<file path="config.mk">
export PLATFORM = sky130hd
export DESIGN_NAME = mmio_uart_tx
export DESIGN_NICKNAME = d
export VERILOG_FILES = /design/src/rtl/mmio_uart_tx.sv
export SDC_FILE = /design/constraint.sdc
export NUM_CORES = 1
export LEC_CHECK = 0
export BUFFER_PORTS_ARGS = -buffer_cell sky130_fd_sc_hd__buf_2
export CAP_MARGIN = 10
export CORE_MARGIN = 2
export CORE_UTILIZATION = 40
export DETAILED_ROUTE_END_ITERATION = 8
export GPL_TIMING_DRIVEN = 0
export HOLD_SLACK_MARGIN = 0.15
export PLACE_DENSITY = 0.62
export SLEW_MARGIN = 20
export SYNTH_ARGS = -nofsm -noshare
export SYNTH_HDL_FRONTEND = slang
export SYNTH_SLANG_ARGS = --single-unit
</file>
<file path="constraint.sdc">
create_clock -name clk -period 3.2 [get_ports clk]
set_input_delay 0.64 -clock clk [delete_from_list [all_inputs] [get_ports clk]]
set_output_delay 0.64 -clock clk [all_outputs]
set_load 0.02 [all_outputs]
</file>
<file path="src/rtl/mmio_uart_tx.sv">
// Memory-mapped 8N1 UART transmitter: TXDATA/STATUS/CTRL word window, byte FIFO, LSB-first shifter.
// Stores to a full FIFO are dropped and latch a sticky overflow flag; tx is a registered output.
module mmio_uart_tx #(
  parameter logic [31:0] BASE_ADDR    = 32'h0000_0100,
  parameter int          CLKS_PER_BIT = 16,
  parameter int          FIFO_DEPTH   = 4
) (
  input  logic        clk,
  input  logic        reset,
  input  logic        MemWrite,
  input  logic [31:0] DataAdr,
  input  logic [31:0] WriteData,
  output logic [31:0] ReadData,
  output logic        hit,
  output logic        tx,
  output logic        busy
);

  localparam int PW = (FIFO_DEPTH > 1) ? $clog2(FIFO_DEPTH) : 1;
  localparam int CW = PW + 1;
  localparam int BW = (CLKS_PER_BIT > 1) ? $clog2(CLKS_PER_BIT) : 1;
  localparam logic [BW-1:0] BAUD_LAST = BW'(CLKS_PER_BIT - 1);
  localparam logic [29:0]   BASE_W    = BASE_ADDR[31:2];

  typedef enum logic [1:0] {S_IDLE, S_START, S_DATA, S_STOP} state_t;

  // Register decode on word address; byte lanes are ignored.
  logic sel_tx, sel_st, sel_ctrl;
  assign sel_tx   = (DataAdr[31:2] == BASE_W);
  assign sel_st   = (DataAdr[31:2] == BASE_W + 30'd1);
  assign sel_ctrl = (DataAdr[31:2] == BASE_W + 30'd2);
  assign hit      = sel_tx | sel_st | sel_ctrl;

  logic unused_bits;
  assign unused_bits = ^{DataAdr[1:0], WriteData[31:8]};

  logic [7:0]    mem_q [FIFO_DEPTH];
  logic [PW-1:0] wr_ptr_q, rd_ptr_q;
  logic [CW-1:0] count_q, count_d;
  logic          enable_q, overflow_q;
  logic          full, empty, push, pop, wr_txdata;

  state_t        state_q;
  logic [BW-1:0] baud_q;
  logic [2:0]    bit_q;
  logic [7:0]    shift_q;
  logic          tx_q, busy_q;
  logic          baud_last;

  assign full      = (count_q == CW'(FIFO_DEPTH));
  assign empty     = (count_q == '0);
  assign wr_txdata = MemWrite & sel_tx;
  assign push      = wr_txdata & ~full;
  assign pop       = (state_q == S_IDLE) & enable_q & ~empty;
  assign baud_last = (baud_q == BAUD_LAST);

  always_comb begin
    count_d = count_q;
    case ({push, pop})
      2'b10:   count_d = count_q + CW'(1);
      2'b01:   count_d = count_q - CW'(1);
      default: count_d = count_q;
    endcase
  end

  always_ff @(posedge clk) begin
    if (push) mem_q[wr_ptr_q] <= WriteData[7:0];
  end

  always_ff @(posedge clk) begin
    if (!reset) begin
      wr_ptr_q   <= '0;
      rd_ptr_q   <= '0;
      count_q    <= '0;
      enable_q   <= 1'b1;
      overflow_q <= 1'b0;
    end else begin
      count_q <= count_d;
      if (push) wr_ptr_q <= wr_ptr_q + PW'(1);
      if (pop)  rd_ptr_q <= rd_ptr_q + PW'(1);
      // full is the pre-edge value, so a same-cycle pop never rescues this store
      if (wr_txdata && full) overflow_q <= 1'b1;
      else if (MemWrite && sel_st && WriteData[6]) overflow_q <= 1'b0;
      if (MemWrite && sel_ctrl) enable_q <= WriteData[0];
    end
  end

  always_ff @(posedge clk) begin
    if (!reset) begin
      state_q <= S_IDLE;
      baud_q  <= '0;
      bit_q   <= '0;
      shift_q <= '0;
      tx_q    <= 1'b1;
      busy_q  <= 1'b0;
    end else begin
      case (state_q)
        S_IDLE: begin
          if (pop) begin
            shift_q <= mem_q[rd_ptr_q];
            baud_q  <= '0;
            bit_q   <= '0;
            tx_q    <= 1'b0;
            busy_q  <= 1'b1;
            state_q <= S_START;
          end
        end
        S_START: begin
          if (baud_last) begin
            baud_q  <= '0;
            tx_q    <= shift_q[0];
            shift_q <= {1'b0, shift_q[7:1]};
            state_q <= S_DATA;
          end else begin
            baud_q <= baud_q + BW'(1);
          end
        end
        S_DATA: begin
          if (baud_last) begin
            baud_q <= '0;
            if (bit_q == 3'd7) begin
              tx_q    <= 1'b1;
              state_q <= S_STOP;
            end else begin
              tx_q    <= shift_q[0];
              shift_q <= {1'b0, shift_q[7:1]};
              bit_q   <= bit_q + 3'd1;
            end
          end else begin
            baud_q <= baud_q + BW'(1);
          end
        end
        S_STOP: begin
          if (baud_last) begin
            baud_q  <= '0;
            busy_q  <= 1'b0;
            state_q <= S_IDLE;
          end else begin
            baud_q <= baud_q + BW'(1);
          end
        end
        default: state_q <= S_IDLE;
      endcase
    end
  end

  assign tx   = tx_q;
  assign busy = busy_q;

  logic [2:0] count3;
  assign count3 = 3'(count_q);

  always_comb begin
    ReadData = '0;
    if (sel_st)
      ReadData = {25'b0, overflow_q, count3, busy_q, empty, full};
    else if (sel_ctrl)
      ReadData = {31'b0, enable_q};
  end

endmodule

</file>
### Word level (Yosys, flattened, before mapping)

Memories as Yosys holds them, arrays and structs flattened. A register that Yosys moved wholly into a read port is not among the register bits.
Cells that the tools add are included.
Widths: inputs -> output; s select.

* input bits: 67
* word-level logic and storage cells: 95
* flip-flop bits (word level): 28
* memory bits (writable): 32
* memories: 1
* output and inout bits: 35

Memory list
* mem_q: words 4, width 8, rd ports 1, clocked after memory_dff 1, write ports 1, line 37 `logic [7:0] mem_q [FIFO_DEPTH];`

* reduce and logical (&&, ||, !) cells: 17
* equality and inequality tests: 17
* $add $sub $neg: 6
* mux-type cells: 35
* bitwise logic cells: 8

Operators by type and width (number)
* $eq 30x7->1 const B: 3
* $mux 8: 4
* $pmux 8 s3: 1
* $mux 2: 7
* $ne 2x2->1 const B: 6
* $pmux 3 s2: 2
* $mux 1: 11
* $reduce_and 5->1: 2
* $mux 3: 3
* $mux 4: 2
* $pmux 2 s4: 1
* $pmux 4 s2: 1
* $reduce_and 4->1: 2
* $reduce_bool 2->1: 4
* $mux 7: 1
* $add 3x1->3 const B: 2
* $eq 2x2->1 const B: 3
* $eq 3x3->1 const B: 2
* $add 2x1->2 const B: 2
* $add 4x1->4 const B: 1
* $and 1x1->1: 4
* $eq 2x1->1 const B: 2
* $eq 4x4->1 const B: 1
* $logic_and 1x1->1: 4
* other kinds (10): 12

### Logic depth before layout (Yosys ltp)

Gate-level depths: netlist of run 1.

* depth in word-level cells: 5
* depth in mapped cells: 10
* depth with buffers taken out: 10

### Least setup slack after synthesis of run 1

Ideal clock, no wire load.

* path type: input port to flip-flop
* start point: input DataAdr[6]
* end point: register count_q[2] (netlist: count3[2])
* stages on the path: 10
* arrival: 2.582 ns
* setup slack: 0.542 ns
* setup time: 0.076 ns
* buffers on the path: 0
* data required time: 3.124 ns
* path through: nor4b_2 -> nand4_2 -> nor4b_4 -> inv_1 -> ha_1 -> inv_1 -> fa_1 -> xor2_1 -> or3_1 -> a21boi_0

* word-level cells in the longest chain between the ends: 5
* elaborated cells on any way between the ends: 7
* those cells by class: 3 x eq/ne; 1 x mux; 2 x bitwise; 1 x reduce/logical

RTL lines
* start, declared: line 11 `input logic [31:0] DataAdr,`
* $eq 30x7->1 *: line 29 `assign sel_tx = (DataAdr[31:2] == BASE_W);`
* $and 1x1->1 *: line 52 `assign wr_txdata = MemWrite & sel_tx;`
* $and 1x1->1 *: line 53 `assign push = wr_txdata & ~full;`
* $eq 2x1->1 or $eq 2x2->1 (tied branches): line 59 `case ({push, pop})`
* $pmux 3 s2 or $reduce_bool 2->1 (tied branches)
* end signal, assigned: line 78 `count_q <= count_d;`
* end, declared: line 39 `logic [CW-1:0] count_q, count_d;`

Every way passes the cells marked *; elsewhere a longest branch is shown, timed or not.
A chain may end at the register's enable or synchronous reset.

### Worst setup path in the final report of run 1

* start point: input DataAdr[20]
* end point: output ReadData[3]

* word-level cells in the longest chain between the ends: 2

RTL lines
* $eq 30x7->1: line 30 `assign sel_st = (DataAdr[31:2] == BASE_W + 30'd1);`
* $mux 7: line 155 `if (sel_st)`
* end, declared: line 13 `output logic [31:0] ReadData,`

No other way between the ends.

==> out/qor.csv, run 1 <==
stage,metric,value,unit
run_status,status,finished clean,
cells_and_area,share of cells above drive strength 1,31.8,%
logic_synthesis,Synth top area share,29.7,%
die,Initial Utilization,41.6,%
grt,GRT Residual Overflow,0,
routing,routed vias,2224,
cts,CTS tree,done,
critical_path,"slowest stage cell, crit path",nor2_1,
cells_and_area,ant diodes,0,
cts,clock tree sinks,62,
critical_path,CP Capture Type,output pin,
die,Die ar.,8810,um2
timing,Fin. Hold Viols,0,
routing,ANT nets after route,0,
logic_synthesis,Yosys reg bits,62,
logic_synthesis,syn_area_per_cell,11.9,um2
routing,Top Layer Used,met4,
cts,clock insertion delay at the later pin of the skew report,330,ps
timing,final setup fails,0,
cts,"Clk pin slew, worst setup/hold paths",80,ps
cells_and_area,Final Cell Area,3880,um2
logic_synthesis,"FFs w/ async S/R, synth",0,%
routing,drc violations,0,
logic_synthesis,cell with the most instances after synthesis,edfxtp_1,
logic_synthesis,Synth Flop Type,edfxtp_1,
placed_design,dpl ws,163,ps
timing,slew margin rel.,58.2,%
logic_synthesis,Syn Std Cell Area,3230,um2
cts,# H-tree levels,3,
hold_path,hold depth,2,
routing,met2 routed WL,2890,um
cells_and_area,Area Growth Syn to Fin,20.1,%
critical_path,kind of critical path,input port to output pin,
routing,Detailed Route WL,5870,um
routing,wl on met1,2630,um
timing,Max Slew Vio Count,0,
grt,GRT Overall Usage,14.8,%
routing,Initial DRT Pass Iterations,4,
critical_path,worst r2r path cells,10,
cts,CTS Hold Buffers Added,0,
placed_design,dpl cell area,3700,um2
timing,Fmax,0.372,GHz
cells_and_area,fin util,49.9,%
cells_and_area,fin nets,438,
die,Die Wd,93.9,um
cts,clock buffer depth,2,
pwr,Power Total,1.56,mW
critical_path,startpoint types,input port,
critical_path,crit-path max FO,7,
placed_design,RePlAce Congestion,0.750,
logic_synthesis,largest cells by area after synthesis,"edfxtp_1, dfxtp_1, buf_4",
timing,Final WS setup,512,ps
critical_path,CP required,2560,ps
cells_and_area,Filler Cells Inserted,702,
job,Max Cap Violations,0,
cts,# resized after CTS,0,
grt,number of global-route vias before repair,2141,
timing,setup_tns,0,ps
hold_path,HP Class,register to register,
grt,largest net degree at the start of global routing,14,
routing,Iter 0 DRT Violations,56,
timing,RSZ-0062 raised after global routing,no,
critical_path,most frequent CP cell,buf_2,
critical_path,"Cell Chain, Critical Path",buf_2 -> nor4_1 -> nand3_1 -> nor2_1 -> and3_1 -> buf_2,
timing,Slew @ Worst Pin,626,ps
critical_path,CP max stage delay,370,ps
timing,Clock Skew,9.55,ps
logic_synthesis,cell count after synthesis,272,
grt,first-pass GRT wire length,10100,um
cts,Setup Buffers After CTS,0,
logic_synthesis,sequential fraction of the synthesis area,48.3,%
pwr,Worst VDD drop,0.000379,V
cts,TritonCTS buffer count,9,
cells_and_area,footprint of the multi-input gates,1460,um2
die,die height,93.9,um
logic_synthesis,post-synth cell types,57,
routing,DR WL/cell,12.7,um
logic_synthesis,YS warnings,0,
timing,fin crit period,2690,ps
die,Core Rows,32,
logic_synthesis,Synth top cells by count,"edfxtp_1, dfxtp_1, buf_4, nand2_1",
critical_path,Crit path arrival time,2050,ps
cts,root buffer cell,clkbuf_8,
pwr,pwr/cell area,401,nW/um2
cells_and_area,sequential cell area,1560,um2
die,core area,7770,um2
placed_design,Buffers on Ports,50,
pwr,Leak,1.61,nW
timing,fin crit share,84.0,%
routing,Avg Vias per Cell,4.79,
logic_synthesis,Synth area leader,edfxtp_1,
die,I/O pins,102,
logic_synthesis,Post-synth EDFFs,32,
routing,DR WL met3,272,um
grt,initial antenna violation count,0,
placed_design,DP HPWL,4400,um
-- metrics by stage --
| step | hold slack, ps | std cells |
|---|---|---|
| finish | 469 | 464 |
| global route | 500 | 464 |
| CTS | 473 | 464 |
| detailed placement | 460 | 448 |
| global placement | 447 | 448 |
| floorplan | 437 | 296 |
-- final cells by class --
| type | count | area share (%) |
|---|---|---|
| clock buffers | 9 | 3.19 |
| well taps | 102 | 3.29 |
| repair buffers | 50 | 6.45 |
| inverters | 9 | 0.871 |
| plain buffers | 38 | 6.81 |
| multi-input cells | 187 | 37.7 |
| clock inverters | 7 | 1.45 |
| flip-flops and latches | 62 | 40.3 |
-- kinds of logic (layout without fill, tap and decap cells) --
kind of cell    count (synthesis)  count (layout)  synth area share, %
simple gates                   81              81                 15.8
flops                          62              62                 48.3
buf+inv                        47             113                 9.22
compound gates                 43              43                 10.5
mux                            20              20                 9.30
fa+ha+maj                      14              14                 5.65
xor+xnor                        4               4                 1.08
other cells                     1              25                0.116
-- final timing paths --
kind	from	end	slack [ps]
max	DataAdr[20]	ReadData[3]	510
min	overflow_q	overflow_q	470
max reg2reg	state_q[0]	count3[2]	670
min reg2reg	overflow_q	overflow_q	470
-- state kept, by name, summed over array words and instances (netlist names), 2 cells and up, named ones only --
name	cells
wr_ptr_q	2
count3	3
bit_q	3
state_q	2
rd_ptr_q	2
mem_q	32
shift_q	8
baud_q	4
-- worst max-delay path, delay by kind of cell --
family	cells	cell delay, ps
simple gates	4	1140
buf+inv	2	270
-- placed cells by master, fill, tap and decap left out, types with 2 or more instances in the layout --
master,count
nor2b_1,6
inv_1,9
conb_1,25
nor4_2,2
o21ai_0,6
edfxtp_1,32
o211a_1,7
a21oi_1,2
buf_2,54
nor4_1,3
nand3b_1,2
nor2_1,4
xnor2_1,3
and3_1,9
buf_6,3
nand3_1,13
a21boi_0,7
a22o_1,2
nor3_1,4
clkinv_4,2
a211o_1,2
nand4b_1,2
and2_1,10
clkbuf_1,5
nand2_1,17
mux2i_1,12
ha_1,13
buf_4,25
dfxtp_1,30
mux4_2,8
inv_6,3
clkbuf_8,9
o21a_1,2
-- metal layers --
layer  up-vias  GRT usage [%]
li1       1118              -
met1      1031           18.5
met2        69           25.1
met3         6           2.97
met4         0           5.92
met5         -              0
-- power breakdown --
part	internal (mW)	switching [mW]	total [mW]
Sequential	0.835	0.00119	0.836
Combinational	0.0474	0.0583	0.106
Clock	0.290	0.324	0.614
No activity file was read; power rests on OpenSTA's default activity.
==> run 2: changes to the inputs <==
- clock period: 3.2 -> 2.55 ns (I/O delays scaled with it)
==> run 2 against run 1 <==
Net effect:
- critical path depth up 5
- clock skew about the same
- final area up 0.35%
- final cell count unchanged
- global-route usage about the same
==> out/qor.csv, run 2 (same netlist as run 1, synthesis figures left out) <==
stage,metric,value,unit,change
timing,Clock Skew,9.43,ps,-0.119 ps
cts,# H-tree levels,3,,unchanged
placed_design,RePlAce Congestion,0.750,,unchanged
cts,clock tree sinks,62,,unchanged
placed_design,dpl cell area,3700,um2,unchanged
critical_path,CP required,2810,ps,+250 ps
die,I/O pins,102,,unchanged
routing,routed vias,2212,,-0.54%
grt,GRT Residual Overflow,0,,unchanged
pwr,Power Total,1.96,mW,+26%
timing,Max Slew Vio Count,0,,unchanged
grt,initial antenna violation count,0,,unchanged
cts,root buffer cell,clkbuf_8,,
cells_and_area,Largest register FFs,32,,unchanged
cells_and_area,footprint of the multi-input gates,1470,um2,+0.68%
grt,number of global-route vias before repair,2138,,-0.14%
placed_design,DP HPWL,4400,um,unchanged
grt,GRT Overall Usage,14.8,%,+0.034 points
cts,clock buffer depth,2,,unchanged
cells_and_area,sequential cell area,1560,um2,unchanged
cells_and_area,ant diodes,0,,unchanged
timing,setup_tns,0,ps,unchanged
die,core area,7770,um2,unchanged
routing,Initial DRT Pass Iterations,4,,unchanged
critical_path,"Cell Chain, Critical Path",buf_2 -> nor4_1 -> nand3_2 -> nor4b_4 -> inv_1 -> ha_1 -> inv_1 -> fa_1 -> xor2_1 -> or3_1 -> a21boi_0,,
die,Die Wd,93.9,um,unchanged
die,Die ar.,8810,um2,unchanged
timing,fin crit share,92.5,%,
pwr,pwr/cell area,502,nW/um2,+25%
run_status,status,finished clean,,
critical_path,CP max stage delay,350,ps,-20 ps
die,Initial Utilization,41.6,%,unchanged
cells_and_area,"commonest non-fill, non-tap cell in the layout",buf_2,,
timing,fin crit period,2360,ps,
die,Core Rows,32,,unchanged
pwr,Leak,1.61,nW,+0.21%
cells_and_area,share of cells above drive strength 1,32.9,%,+1.1 points
job,Max Cap Violations,0,,unchanged
cells_and_area,fin util,50.1,%,+0.18 points
timing,Slew @ Worst Pin,626,ps,+0.0684 ps
critical_path,startpoint types,input port,,
cts,CTS tree,done,,
die,die height,93.9,um,unchanged
routing,drc violations,0,,unchanged
cells_and_area,fin nets,438,,unchanged
placed_design,Post-Place Cells,448,,unchanged
cells_and_area,count of non-filler cells in the finished layout,464,,unchanged
critical_path,CP Capture Type,register,,
critical_path,"slowest stage cell, crit path",nor4b_4,,
critical_path,most frequent CP cell,inv_1,,
timing,Fin. Hold Viols,0,,unchanged
cells_and_area,biggest regs,"mem_q x32, shift_q x8, baud_q x4",,
routing,Avg Vias per Cell,4.77,,-0.54%
routing,ANT nets after route,0,,unchanged
critical_path,crit-path max FO,6,,-1
grt,first-pass GRT wire length,10100,um,+0.20%
timing,final setup fails,0,,unchanged
cts,TritonCTS buffer count,9,,unchanged
critical_path,Crit path arrival time,2620,ps,+570 ps
routing,DR WL/cell,12.7,um,+0.72%
cts,CTS Hold Buffers Added,0,,unchanged
timing,Fmax,0.424,GHz,
hold_path,HP Class,input port to register,,
placed_design,Buffers on Ports,50,,unchanged
cells_and_area,Filler Cells Inserted,702,,unchanged
cts,"Clk pin slew, worst setup/hold paths",80,ps,about the same
cells_and_area,Area Growth Syn to Fin,20.5,%,
timing,RSZ-0062 raised after global routing,no,,
routing,Detailed Route WL,5910,um,+0.72%
timing,slew margin rel.,58.2,%,about the same
critical_path,kind of critical path,input port to register,,
cells_and_area,"Most flops, register",mem_q,,
cells_and_area,Final Cell Area,3890,um2,+0.35%
routing,Iter 0 DRT Violations,56,,unchanged
cells_and_area,most frequent cells in the layout,"buf_2, edfxtp_1, dfxtp_1",,
pwr,Worst VDD drop,0.000478,V,+26%
cts,clock insertion delay at the later pin of the skew report,330,ps,about the same
grt,largest net degree at the start of global routing,14,,unchanged
## run 2: changes by cell type in the layout (fill, tap and decap cells not counted), sizes merged
| cell | previous run | this run |
|---|---|---|
| clkbuf | 14 | 13 |
| buf | 83 | 84 |
## run 2: path summary, 6_finish.rpt
path | end | slack (ps) | from | cells after the start
min | mem_q[2][3] | 390 | WriteData[3] | 1
min reg2reg | overflow_q | 470 | overflow_q | 2
max | count3[2] | 190 | DataAdr[20] | 11
max reg2reg | count3[2] | 250 | state_q[0] | 9
## run 2: report_power, final
group	leakage (nW)	total, mW	switching [mW]	internal [mW]
logic	0.990	0.133	0.0735	0.0596
registers	0.529	1.05	0.00152	1.05
clock network	0.0906	0.774	0.410	0.364
total	1.61	1.96	0.485	1.47
## run 2: repair_timing
item / 4_1_cts / 5_1_grt
pin swaps: 1 / 1
setup buffers: 0 / 1
gates resized for setup: 0 / 3
endpoints found under the setup margin: 1 / 8
## run 2: layout make-up
cell class	instances	area share [%]
sequential	62	40.1
multi-input combinational	187	37.8
buffer	37	6.69
timing repair buffer	51	6.62
tap	102	3.28
clock buffer	9	3.18
clock inverter	7	1.45
inverter	9	0.868
## run 2: layer usage
metal | global-route usage [%] | vias to the layer above | routed length (um)
li1 | - | 1118 | -
met5 | 0 | - | 0
met2 | 25.1 | 67 | 2910
met4 | 5.92 | 0 | 87
met3 | 2.97 | 9 | 268
met1 | 18.6 | 1018 | 2650
## run 2: worst max-delay path, delay by kind of cell
family                   cells  cell delay, ps
AO/OA/AOI/OAI                1             160
XOR/XNOR                     1              70
adder cells (fa/ha/maj)      2             390
buffers and inverters        3             250
AND/OR/NAND/NOR              4            1240
## run 2: metrics by stage
| stage | hold slack, ps | worst slack (ps) |
|---|---|---|
| after global routing | 375 | 13.6 |
| final | 391 | 192 |
| after detailed placement | 460 | -357 |
| after global placement | 447 | -324 |
| after floorplan | 437 | 22.1 |
| after CTS | 374 | 2.64 |
